`src/rtl/div_sequencer.sv`:
```
// ----------------------------------------------------------------------------
// div_sequencer
//
// Multi-cycle controller and datapath for DIV/DIVU in the execute stage.
// A start pulse latches the operands. A radix-2 restoring division then runs
// for DATA_W iterations while the upstream pipeline is stalled. The remainder
// (HI) and quotient (LO) are presented together with a one-cycle ready strobe.
//
// Ports
//   clk       in   system clock, rising edge
//   resetn    in   asynchronous active-low reset
//   start_i   in   execute stage holds a DIV/DIVU instruction
//   signed_i  in   1 = DIV (signed), 0 = DIVU; sampled with start_i
//   a_i       in   dividend (rs), DATA_W bits
//   b_i       in   divisor (rt), DATA_W bits
//   annul_i   in   flush; cancels any operation in flight
//   stall_o   out  freeze pipeline up to and including execute (combinational)
//   ready_o   out  one-cycle completion strobe (registered)
//   result_o  out  {remainder, quotient} = {HI, LO} (registered, held)
// ----------------------------------------------------------------------------
module div_sequencer #(
    parameter int DATA_W = 32
) (
    input  logic                  clk,
    input  logic                  resetn,
    input  logic                  start_i,
    input  logic                  signed_i,
    input  logic [DATA_W-1:0]     a_i,
    input  logic [DATA_W-1:0]     b_i,
    input  logic                  annul_i,
    output logic                  stall_o,
    output logic                  ready_o,
    output logic [2*DATA_W-1:0]   result_o
);

    localparam int CW = $clog2(DATA_W + 1);

    typedef enum logic [1:0] {
        IDLE     = 2'd0,
        DIV_ZERO = 2'd1,
        DIV_ON   = 2'd2,
        DIV_END  = 2'd3
    } state_t;

    // Two's-complement negate.
    function automatic logic [DATA_W-1:0] negate(input logic [DATA_W-1:0] v);
        return (~v) + {{(DATA_W-1){1'b0}}, 1'b1};
    endfunction

    state_t                 state_r;
    logic [CW-1:0]          cnt_r;
    logic [DATA_W-1:0]      rem_r;      // partial remainder
    logic [DATA_W-1:0]      quo_r;      // dividend magnitude shifting out, quotient shifting in
    logic [DATA_W-1:0]      dvs_r;      // divisor magnitude
    logic [DATA_W-1:0]      a_raw_r;    // raw dividend, used as remainder on divide-by-zero
    logic                   signed_r;
    logic                   sign_a_r;
    logic                   sign_b_r;
    logic                   ready_r;
    logic [2*DATA_W-1:0]    result_r;

    logic [DATA_W-1:0]      a_mag_s;
    logic [DATA_W-1:0]      b_mag_s;
    logic [DATA_W:0]        rem_shift_s;
    logic [DATA_W+1:0]      sub_s;
    logic                   borrow_s;
    logic [DATA_W-1:0]      rem_next_s;
    logic [DATA_W-1:0]      quo_next_s;
    logic [DATA_W-1:0]      rem_fix_s;
    logic [DATA_W-1:0]      quo_fix_s;
    logic                   last_iter_s;
    logic                   stall_s;

    // Operand magnitudes at start; 0x80..0 negates to itself and is read as unsigned 2^(W-1).
    always_comb begin
        a_mag_s = a_i;
        b_mag_s = b_i;
        if (signed_i && a_i[DATA_W-1]) begin
            a_mag_s = negate(a_i);
        end else begin
            a_mag_s = a_i;
        end
        if (signed_i && b_i[DATA_W-1]) begin
            b_mag_s = negate(b_i);
        end else begin
            b_mag_s = b_i;
        end
    end

    // One restoring iteration plus the signed fixup applied to its outcome.
    always_comb begin
        rem_shift_s = {rem_r, quo_r[DATA_W-1]};
        // Extra top bit so the borrow of the (DATA_W+1)-bit trial subtract is explicit.
        sub_s       = {1'b0, rem_shift_s} - {2'b00, dvs_r};
        borrow_s    = sub_s[DATA_W+1];
        if (borrow_s) begin
            rem_next_s = rem_shift_s[DATA_W-1:0];
        end else begin
            rem_next_s = sub_s[DATA_W-1:0];
        end
        quo_next_s = {quo_r[DATA_W-2:0], ~borrow_s};
        if (signed_r && (sign_a_r ^ sign_b_r)) begin
            quo_fix_s = negate(quo_next_s);
        end else begin
            quo_fix_s = quo_next_s;
        end
        if (signed_r && sign_a_r) begin
            rem_fix_s = negate(rem_next_s);
        end else begin
            rem_fix_s = rem_next_s;
        end
        last_iter_s = (cnt_r == CW'(DATA_W - 1));
    end

    // Pipeline stall: low in DIV_END so the stalled instruction advances with ready.
    always_comb begin
        stall_s = 1'b0;
        case (state_r)
            IDLE:     stall_s = start_i & ~annul_i;
            DIV_ON,
            DIV_ZERO: stall_s = ~annul_i;
            default:  stall_s = 1'b0;
        endcase
    end

    // Sequencer state, iteration datapath and registered outputs.
    always_ff @(posedge clk or negedge resetn) begin
        if (!resetn) begin
            state_r  <= IDLE;
            cnt_r    <= {CW{1'b0}};
            rem_r    <= {DATA_W{1'b0}};
            quo_r    <= {DATA_W{1'b0}};
            dvs_r    <= {DATA_W{1'b0}};
            a_raw_r  <= {DATA_W{1'b0}};
            signed_r <= 1'b0;
            sign_a_r <= 1'b0;
            sign_b_r <= 1'b0;
            ready_r  <= 1'b0;
            result_r <= {(2*DATA_W){1'b0}};
        end else begin
            case (state_r)
                IDLE: begin
                    ready_r <= 1'b0;
                    if (start_i && !annul_i) begin
                        cnt_r    <= {CW{1'b0}};
                        rem_r    <= {DATA_W{1'b0}};
                        quo_r    <= a_mag_s;
                        dvs_r    <= b_mag_s;
                        a_raw_r  <= a_i;
                        signed_r <= signed_i;
                        sign_a_r <= a_i[DATA_W-1];
                        sign_b_r <= b_i[DATA_W-1];
                        if (b_i == {DATA_W{1'b0}}) begin
                            state_r <= DIV_ZERO;
                        end else begin
                            state_r <= DIV_ON;
                        end
                    end else begin
                        state_r <= IDLE;
                    end
                end
                DIV_ZERO: begin
                    if (annul_i) begin
                        state_r <= IDLE;
                        ready_r <= 1'b0;
                    end else begin
                        state_r  <= DIV_END;
                        ready_r  <= 1'b1;
                        result_r <= {a_raw_r, {DATA_W{1'b1}}};
                    end
                end
                DIV_ON: begin
                    if (annul_i) begin
                        state_r <= IDLE;
                        ready_r <= 1'b0;
                    end else begin
                        rem_r <= rem_next_s;
                        quo_r <= quo_next_s;
                        cnt_r <= cnt_r + CW'(1);
                        if (last_iter_s) begin
                            state_r  <= DIV_END;
                            ready_r  <= 1'b1;
                            result_r <= {rem_fix_s, quo_fix_s};
                        end else begin
                            state_r <= DIV_ON;
                            ready_r <= 1'b0;
                        end
                    end
                end
                DIV_END: begin
                    state_r <= IDLE;
                    ready_r <= 1'b0;
                end
                default: begin
                    state_r <= IDLE;
                    ready_r <= 1'b0;
                end
            endcase
        end
    end

    assign stall_o  = stall_s;
    assign ready_o  = ready_r;
    assign result_o = result_r;

endmodule
```
`config.mk`:
```
export PLATFORM = sky130hd
export DESIGN_NAME = div_sequencer
export DESIGN_NICKNAME = d
export VERILOG_FILES = /design/src/rtl/div_sequencer.sv
export SDC_FILE = /design/constraint.sdc
export NUM_CORES = 1
export LEC_CHECK = 0
export CORE_ASPECT_RATIO = 1.1
export CORE_MARGIN = 5
export CORE_UTILIZATION = 50
export CTS_BUF_LIST = sky130_fd_sc_hd__clkbuf_16
export DETAILED_ROUTE_END_ITERATION = 6
export PLACE_DENSITY = 0.77
export SETUP_SLACK_MARGIN = 0.2
export SLEW_MARGIN = 20
export SYNTH_ARGS = -nofsm -noshare
export SYNTH_HDL_FRONTEND = slang
export SYNTH_SLANG_ARGS = --single-unit
```
`constraint.sdc`:
```
create_clock -name clk -period 11.1 [get_ports clk]
set_clock_uncertainty 0.2 [all_clocks]
set_input_delay 2.775 -clock clk [delete_from_list [all_inputs] [get_ports clk]]
set_output_delay 2.775 -clock clk [all_outputs]
set_load 0.01 [all_outputs]
```
==> results of run 1 <==
==> cell usage in the layout, fill, tap and decap left out, types with 11 or more instances in the layout <==
cell type and count:
dfrtp_1 203, nand2_1 187, a21oi_1 165, nor2_1 152, o21ai_0 146, clkdlybuf4s50_1 133, xnor2_1 70, xor2_1 70
inv_1 57, ha_1 40, mux2_2 31, nor3_1 29, mux2i_1 26, clkbuf_16 23, o22ai_1 21, nor4_1 19
nand3_1 17, o31ai_1 15, or3_1 15, and2_1 15, a31oi_1 14, nand2b_1 12, or4_1 12, a22oi_1 12
o21ai_1 11, nand4_1 11, a21o_1 11
==> power by group <==
group	internal (mW)	total (mW)	switching (mW)	leakage [nW]
combinational	0.460	1.17	0.709	3.60
clock	0.443	0.742	0.300	0.361
sequential	0.830	0.928	0.0979	2.64
total	1.73	2.84	1.11	6.60
==> cell families (layout without fill, tap and decap cells) <==
kind of cell / count (synthesis) / in the layout / share of synthesized area (%)
AO/OA/AOI/OAI: 489 / 489 / 22.1
XOR/XNOR: 141 / 141 / 9.10
adder cells (fa/ha/maj): 42 / 42 / 3.90
buffers and inverters: 143 / 239 / 4.29
flip-flops: 203 / 203 / 37.2
multiplexers: 57 / 57 / 4.46
AND/OR/NAND/NOR: 533 / 533 / 19.0
==> worst paths after layout <==
| check | to | slack (ps) | cells past startpoint |
|---|---|---|---|
| min | dvs_r[11] | 280 | 2 |
| max reg2reg | result_o[62] | 5470 | 16 |
| min in group asynchronous | result_o[4] | 2070 | 1 |
| max | stall_o | 3940 | 4 |
| max in group asynchronous | a_raw_r[10] | 6560 | 3 |
| min reg2reg | dvs_r[11] | 280 | 2 |
==> critical path, delay by kind of cell <==
kind	cells	cell delay (ps)
buffers and inverters	2	1150
AO/OA/AOI/OAI	1	100
AND/OR/NAND/NOR	1	160
==> area by class of cell <==
cell class                 instances  area (um2)
fill                            2448       11000
multi-input combinational       1262        8040
sequential                       203        5080
timing repair buffer             145        1450
clock buffer                      23         576
tap                              357         447
inverter                          56         210
clock inverter                    15         149
==> registers in the layout (all words and copies together) (netlist names) <==
register / flops
a_raw_r: 32
cnt_r: 6
dvs_r: 32
quo_r: 32
ready_o: 1
rem_r: 32
result_o: 64
sign_b_r: 1
signed_r: 1
state_r: 2
==> stage by stage <==
step | hold WS, ps | instance area, um2
final | 277 | 15900
after global routing | 299 | 15900
after CTS | 284 | 15900
after detailed placement | 271 | 15200
after global placement | 262 | 15200
after floorplan | 245 | 13700
==> per-layer routing <==
metal	wire [um]	track usage (%)
met3	2220	2.69
met2	17000	38.6
met5	0	0
met1	15900	31.2
met4	815	6.40
==> flow_summary.yaml, run 1 <==
floorplanning:
  ios: 135
  dieWidth_um: 168
  floorplan.initialDensity_pct: 50.7
  die_area_um2: 30700
  core_um2: 27000
  rows: 63
  die_h_um: 183
pwr:
  power.density_nw_per_um2: 178
  ir_worst_vdd_uv: 97.9
  p_leak_nw: 6.60
  total_power_mw: 2.84
synth:
  synth_top_area_share_pct: 37.2
  yosysSeqAreaShare_pct: 37.2
  yosys.area.top_type: "dfrtp_1"
  synth_edf_count: 0
  postSynthAreaPerCell_um2: 8.49
  yosys_warnings: 0
  synth.cell_area_um2: 13700
  synth_ff_type: "dfrtp_1"
  ys_async_sr_fraction_pct: 100
  synthDistinctLibCells: 95
  synth_area_leaders: "dfrtp_1 (37%), a21oi_1 (6.1%), o21ai_0 (5.3%), nand2_1 (5.2%), xnor2_1 (4.5%)"
  synthCells: 1608
  syn_nets: 1719
  synth_commonest_cells: "dfrtp_1 (203), nand2_1 (189), a21oi_1 (167)"
  synth.most_common_cell: "dfrtp_1"
  ys_seq_elements: 203
grt:
  antenna_found_initial: 0
  grt_pass1_wl_um: 59300
  grt_start_max_net_pins: 104
  grt_pass1_vias: 11806
  grt_usage_pct: 22.8
  grt.overflow.total: 0
placed_design:
  globalplace.congestion: 0.877
  post-dp-hpwl_um: 26600
  port_buffers: 134
  dp_cells: 2022
  dp_slack_ps: 3940
timing:
  tightestPinTransition_ps: 1100
  finalHoldViolCount: 0
  finalSetupViolCount: 0
  rsz0062_at_grt: "false"
  slew_headroom_pct: 26.5
  fmax_mhz: 140
  drv_slew: 0
  finalCritPeriodShare_pct: 64.5
  setup_tns_ps: 0
  layout_min_cycle_time_ps: 7160
  finalWorstSetupSlack_ps: 3940
hold_path:
  hold_start: "dvs_r[11]"
  hold_class: "flop to flop"
cts:
  cts_inserted_buffers: 22
  ctsHtreeMaxLevel: 1
  path_clk_slew_ps: 60
  root_buffer: "clkbuf_16"
  ctsHoldBuffers: 0
  postCtsSetupBuffers: 0
  cts_buffer_depth: 3
  clk_latency_ps: 510
  clkSinkCount: 203
  ctsResizeCount: 0
  cts_tree: "yes"
worst_setup_path:
  cp_common_cell: "clkdlybuf4s50_1"
  worst_ep_arrival_time_ps: 4180
  crit_required_ps: 8120
  crit_chain: "clkdlybuf4s50_1 > a21oi_1 > nor3_1 > clkdlybuf4s50_1"
  cpPeakStageDelay_ps: 580
  critical-path-slowest-cell: "clkdlybuf4s50_1"
  criticalPathCategory: "input port to primary output"
  worstSetupEndpointType: "primary output"
  path_max_fanout: 4
  timing.rr.start: "rem_r[17]"
  worstSetupStartpoint: "start_i"
  cp-start-kind: "input port"
routing:
  wl_um: 36000
  first_pass_iters: 6
  viasPerCell: 5.89
  wire_per_inst_um: 17.5
  drc: 0
  postRouteAntennaNets: 0
  first_iter_violations: 1002
  vias: 12147
cells_and_area:
  n_antenna_cell: 0
  final_layout_size_suffix_gt1_share_pct: 7.69
  finalNetCount: 1801
  layout.cells.non_filler: 2061
  final_util_pct: 59.1
  area.growth.synth_to_final_pct: 16.7
outcome:
  status: "completed"
run:
  cap_violations: 0
Note: power is estimated with default switching activity, not from simulation.
==> run 2, diff against run 1 <==
==> constraint.sdc (replaced) <==
create_clock -name clk -period 7.4 [get_ports clk]
set_clock_uncertainty 0.2 [all_clocks]
set_input_delay 1.85 -clock clk [delete_from_list [all_inputs] [get_ports clk]]
set_output_delay 1.85 -clock clk [all_outputs]
set_load 0.01 [all_outputs]
==> flow_summary.yaml, run 2 (synthesized netlist as in run 1, its figures left out) <==
outcome:
  status: "completed"
worst_setup_path:
  timing.rr.start: "rem_r[12]"
  path_max_fanout: 10
  crit_required_ps: 7580
  worst_ep_arrival_time_ps: 5570
  cp-start-kind: "flop"
  cpPeakStageDelay_ps: 550
  reg2reg_slack_ps: 2010
  r2r-end: "result_o[58]"
  criticalPathCategory: "flop to flop"
  crit_chain: "ha_1 > and4_1 > and2_2 > a22oi_2 > a311oi_2 > or2_2 > o21ai_0 > ha_1 > nand4_1 > nor4_2 > nand2b_1 > or4_4 > a2111oi_4 > a21o_1 > xor2_1 > o21ai_1"
  cp_common_cell: "ha_1"
  critical-path-slowest-cell: "or4_4"
  worstSetupEndpointType: "flop"
  reg2reg_depth: 16
hold_path:
  hold_class: "flop to flop"
  hold_path_depth: 2
  hold_start: "dvs_r[6]"
  holdPathEnd: "dvs_r[6]"
pwr:
  ir_worst_vdd_uv: 178
  power.density_nw_per_um2: 263
  total_power_mw: 4.18
  p_leak_nw: 6.58
cts:
  clkSinkCount: 203
  clk_latency_ps: 510
  root_buffer: "clkbuf_16"
  ctsResizeCount: 0
  path_clk_slew_ps: 60
  cts_buffer_depth: 3
  ctsHoldBuffers: 0
  ctsHtreeMaxLevel: 1
  postCtsSetupBuffers: 0
  cts_inserted_buffers: 23
  cts_tree: "yes"
routing:
  postRouteAntennaNets: 0
  wl_um: 35700
  viasPerCell: 5.85
  wire_per_inst_um: 17.3
  first_iter_violations: 894
  vias: 12047
  drc: 0
  first_pass_iters: 6
grt:
  grt.overflow.total: 0
  antenna_found_initial: 0
  grt_start_max_net_pins: 104
  grt_pass1_vias: 11491
  grt_pass1_wl_um: 58000
  grt_usage_pct: 22.3
timing:
  finalCritPeriodShare_pct: 72.9
  fmax_mhz: 185
  setup_tns_ps: 0
  tightestPinTransition_ps: 1060
  finalHoldViolCount: 0
  whs_ps: 277
  slew_headroom_pct: 29.0
  layout_min_cycle_time_ps: 5390
  drv_slew: 0
  rsz0062_at_grt: "false"
  finalSetupViolCount: 0
placed_design:
  globalplace.congestion: 0.877
  port_buffers: 134
  place_area_um2: 15200
  post-dp-hpwl_um: 26400
cells_and_area:
  multi_input_area_um2: 8040
  n_antenna_cell: 0
  final_cell_mix: "dfrtp_1 (203), nand2_1 (187), a21oi_1 (165)"
  largest_reg_flops: 64
  finalNetCount: 1801
  layout_commonest_cell: "dfrtp_1"
  fillers: 2399
  finalInstanceArea_um2: 15900
  register_area_um2: 5080
  final_util_pct: 58.9
  final_layout_size_suffix_gt1_share_pct: 7.34
  area.growth.synth_to_final_pct: 16.3
run:
  cap_violations: 0
floorplanning:
  core_um2: 27000
  dieWidth_um: 168
  floorplan.initialDensity_pct: 50.7
  ios: 135
  rows: 63
  die_h_um: 183
  die_area_um2: 30700
==> run 2: changes by cell type in the layout (fill, tap and decap cells not counted) <==
cell	previous run	this run
buf_4	10	9
bufinv_16	3	1
clkinv_1	3	6
clkinv_2	5	2
clkinv_4	0	1
clkinvlp_4	2	1
inv_1	57	59
==> run 2: through the flow <==
stage / cells / setup WS (ps)
3_3_place_gp: 2021 / 1620
4_1_cts: 2059 / 2030
6_report: 2060 / 2010
2_1_floorplan: 1608 / 2170
3_5_place_dp: 2021 / 1530
5_1_grt: 2060 / 1750
==> run 2: area by class of cell <==
type	instances	area share [%]
multi-input cells	1262	50.6
clock inverters	15	0.591
repair buffers	144	9.07
well taps	357	2.81
inverters	56	1.32
flip-flops and latches	203	32.0
clock buffers	23	3.62
==> run 2: worst max path at each step <==
stage	slack (ps)	from	cells past startpoint	endpoint
floorplan	2170	rem_r[10]	21	result_o[62]
global placement	1620	b_i[1]	14	state_r[1]
detailed placement	1530	b_i[0]	14	state_r[1]
CTS	2030	start_i	4	stall_o
global route	1750	rem_r[17]	16	result_o[62]
finish	2010	rem_r[12]	16	result_o[58]
==> run 2: critical path: cells and delay by family, from the launching register on <==
kind	cells	cell delay (ps)
AND/OR/NAND/NOR	7	2090
AO/OA/AOI/OAI	6	1540
adder cells (fa/ha/maj)	2	780
flip-flops	1	460
XOR/XNOR	1	170
==> run 2: per-layer routing <==
| metal | vias to the layer above | track usage (%) | wire length, um |
|---|---|---|---|
| li1 | 5896 | - | - |
| met1 | 5673 | 30.9 | 15800 |
| met2 | 418 | 37.7 | 16800 |
| met3 | 60 | 2.54 | 2430 |
| met4 | 0 | 5.84 | 680 |
| met5 | - | 0 | 0 |
==> run 2: power by group <==
part	internal, mW	switching (mW)
Sequential	1.24	0.144
Clock	0.593	0.448
Combinational	0.690	1.06
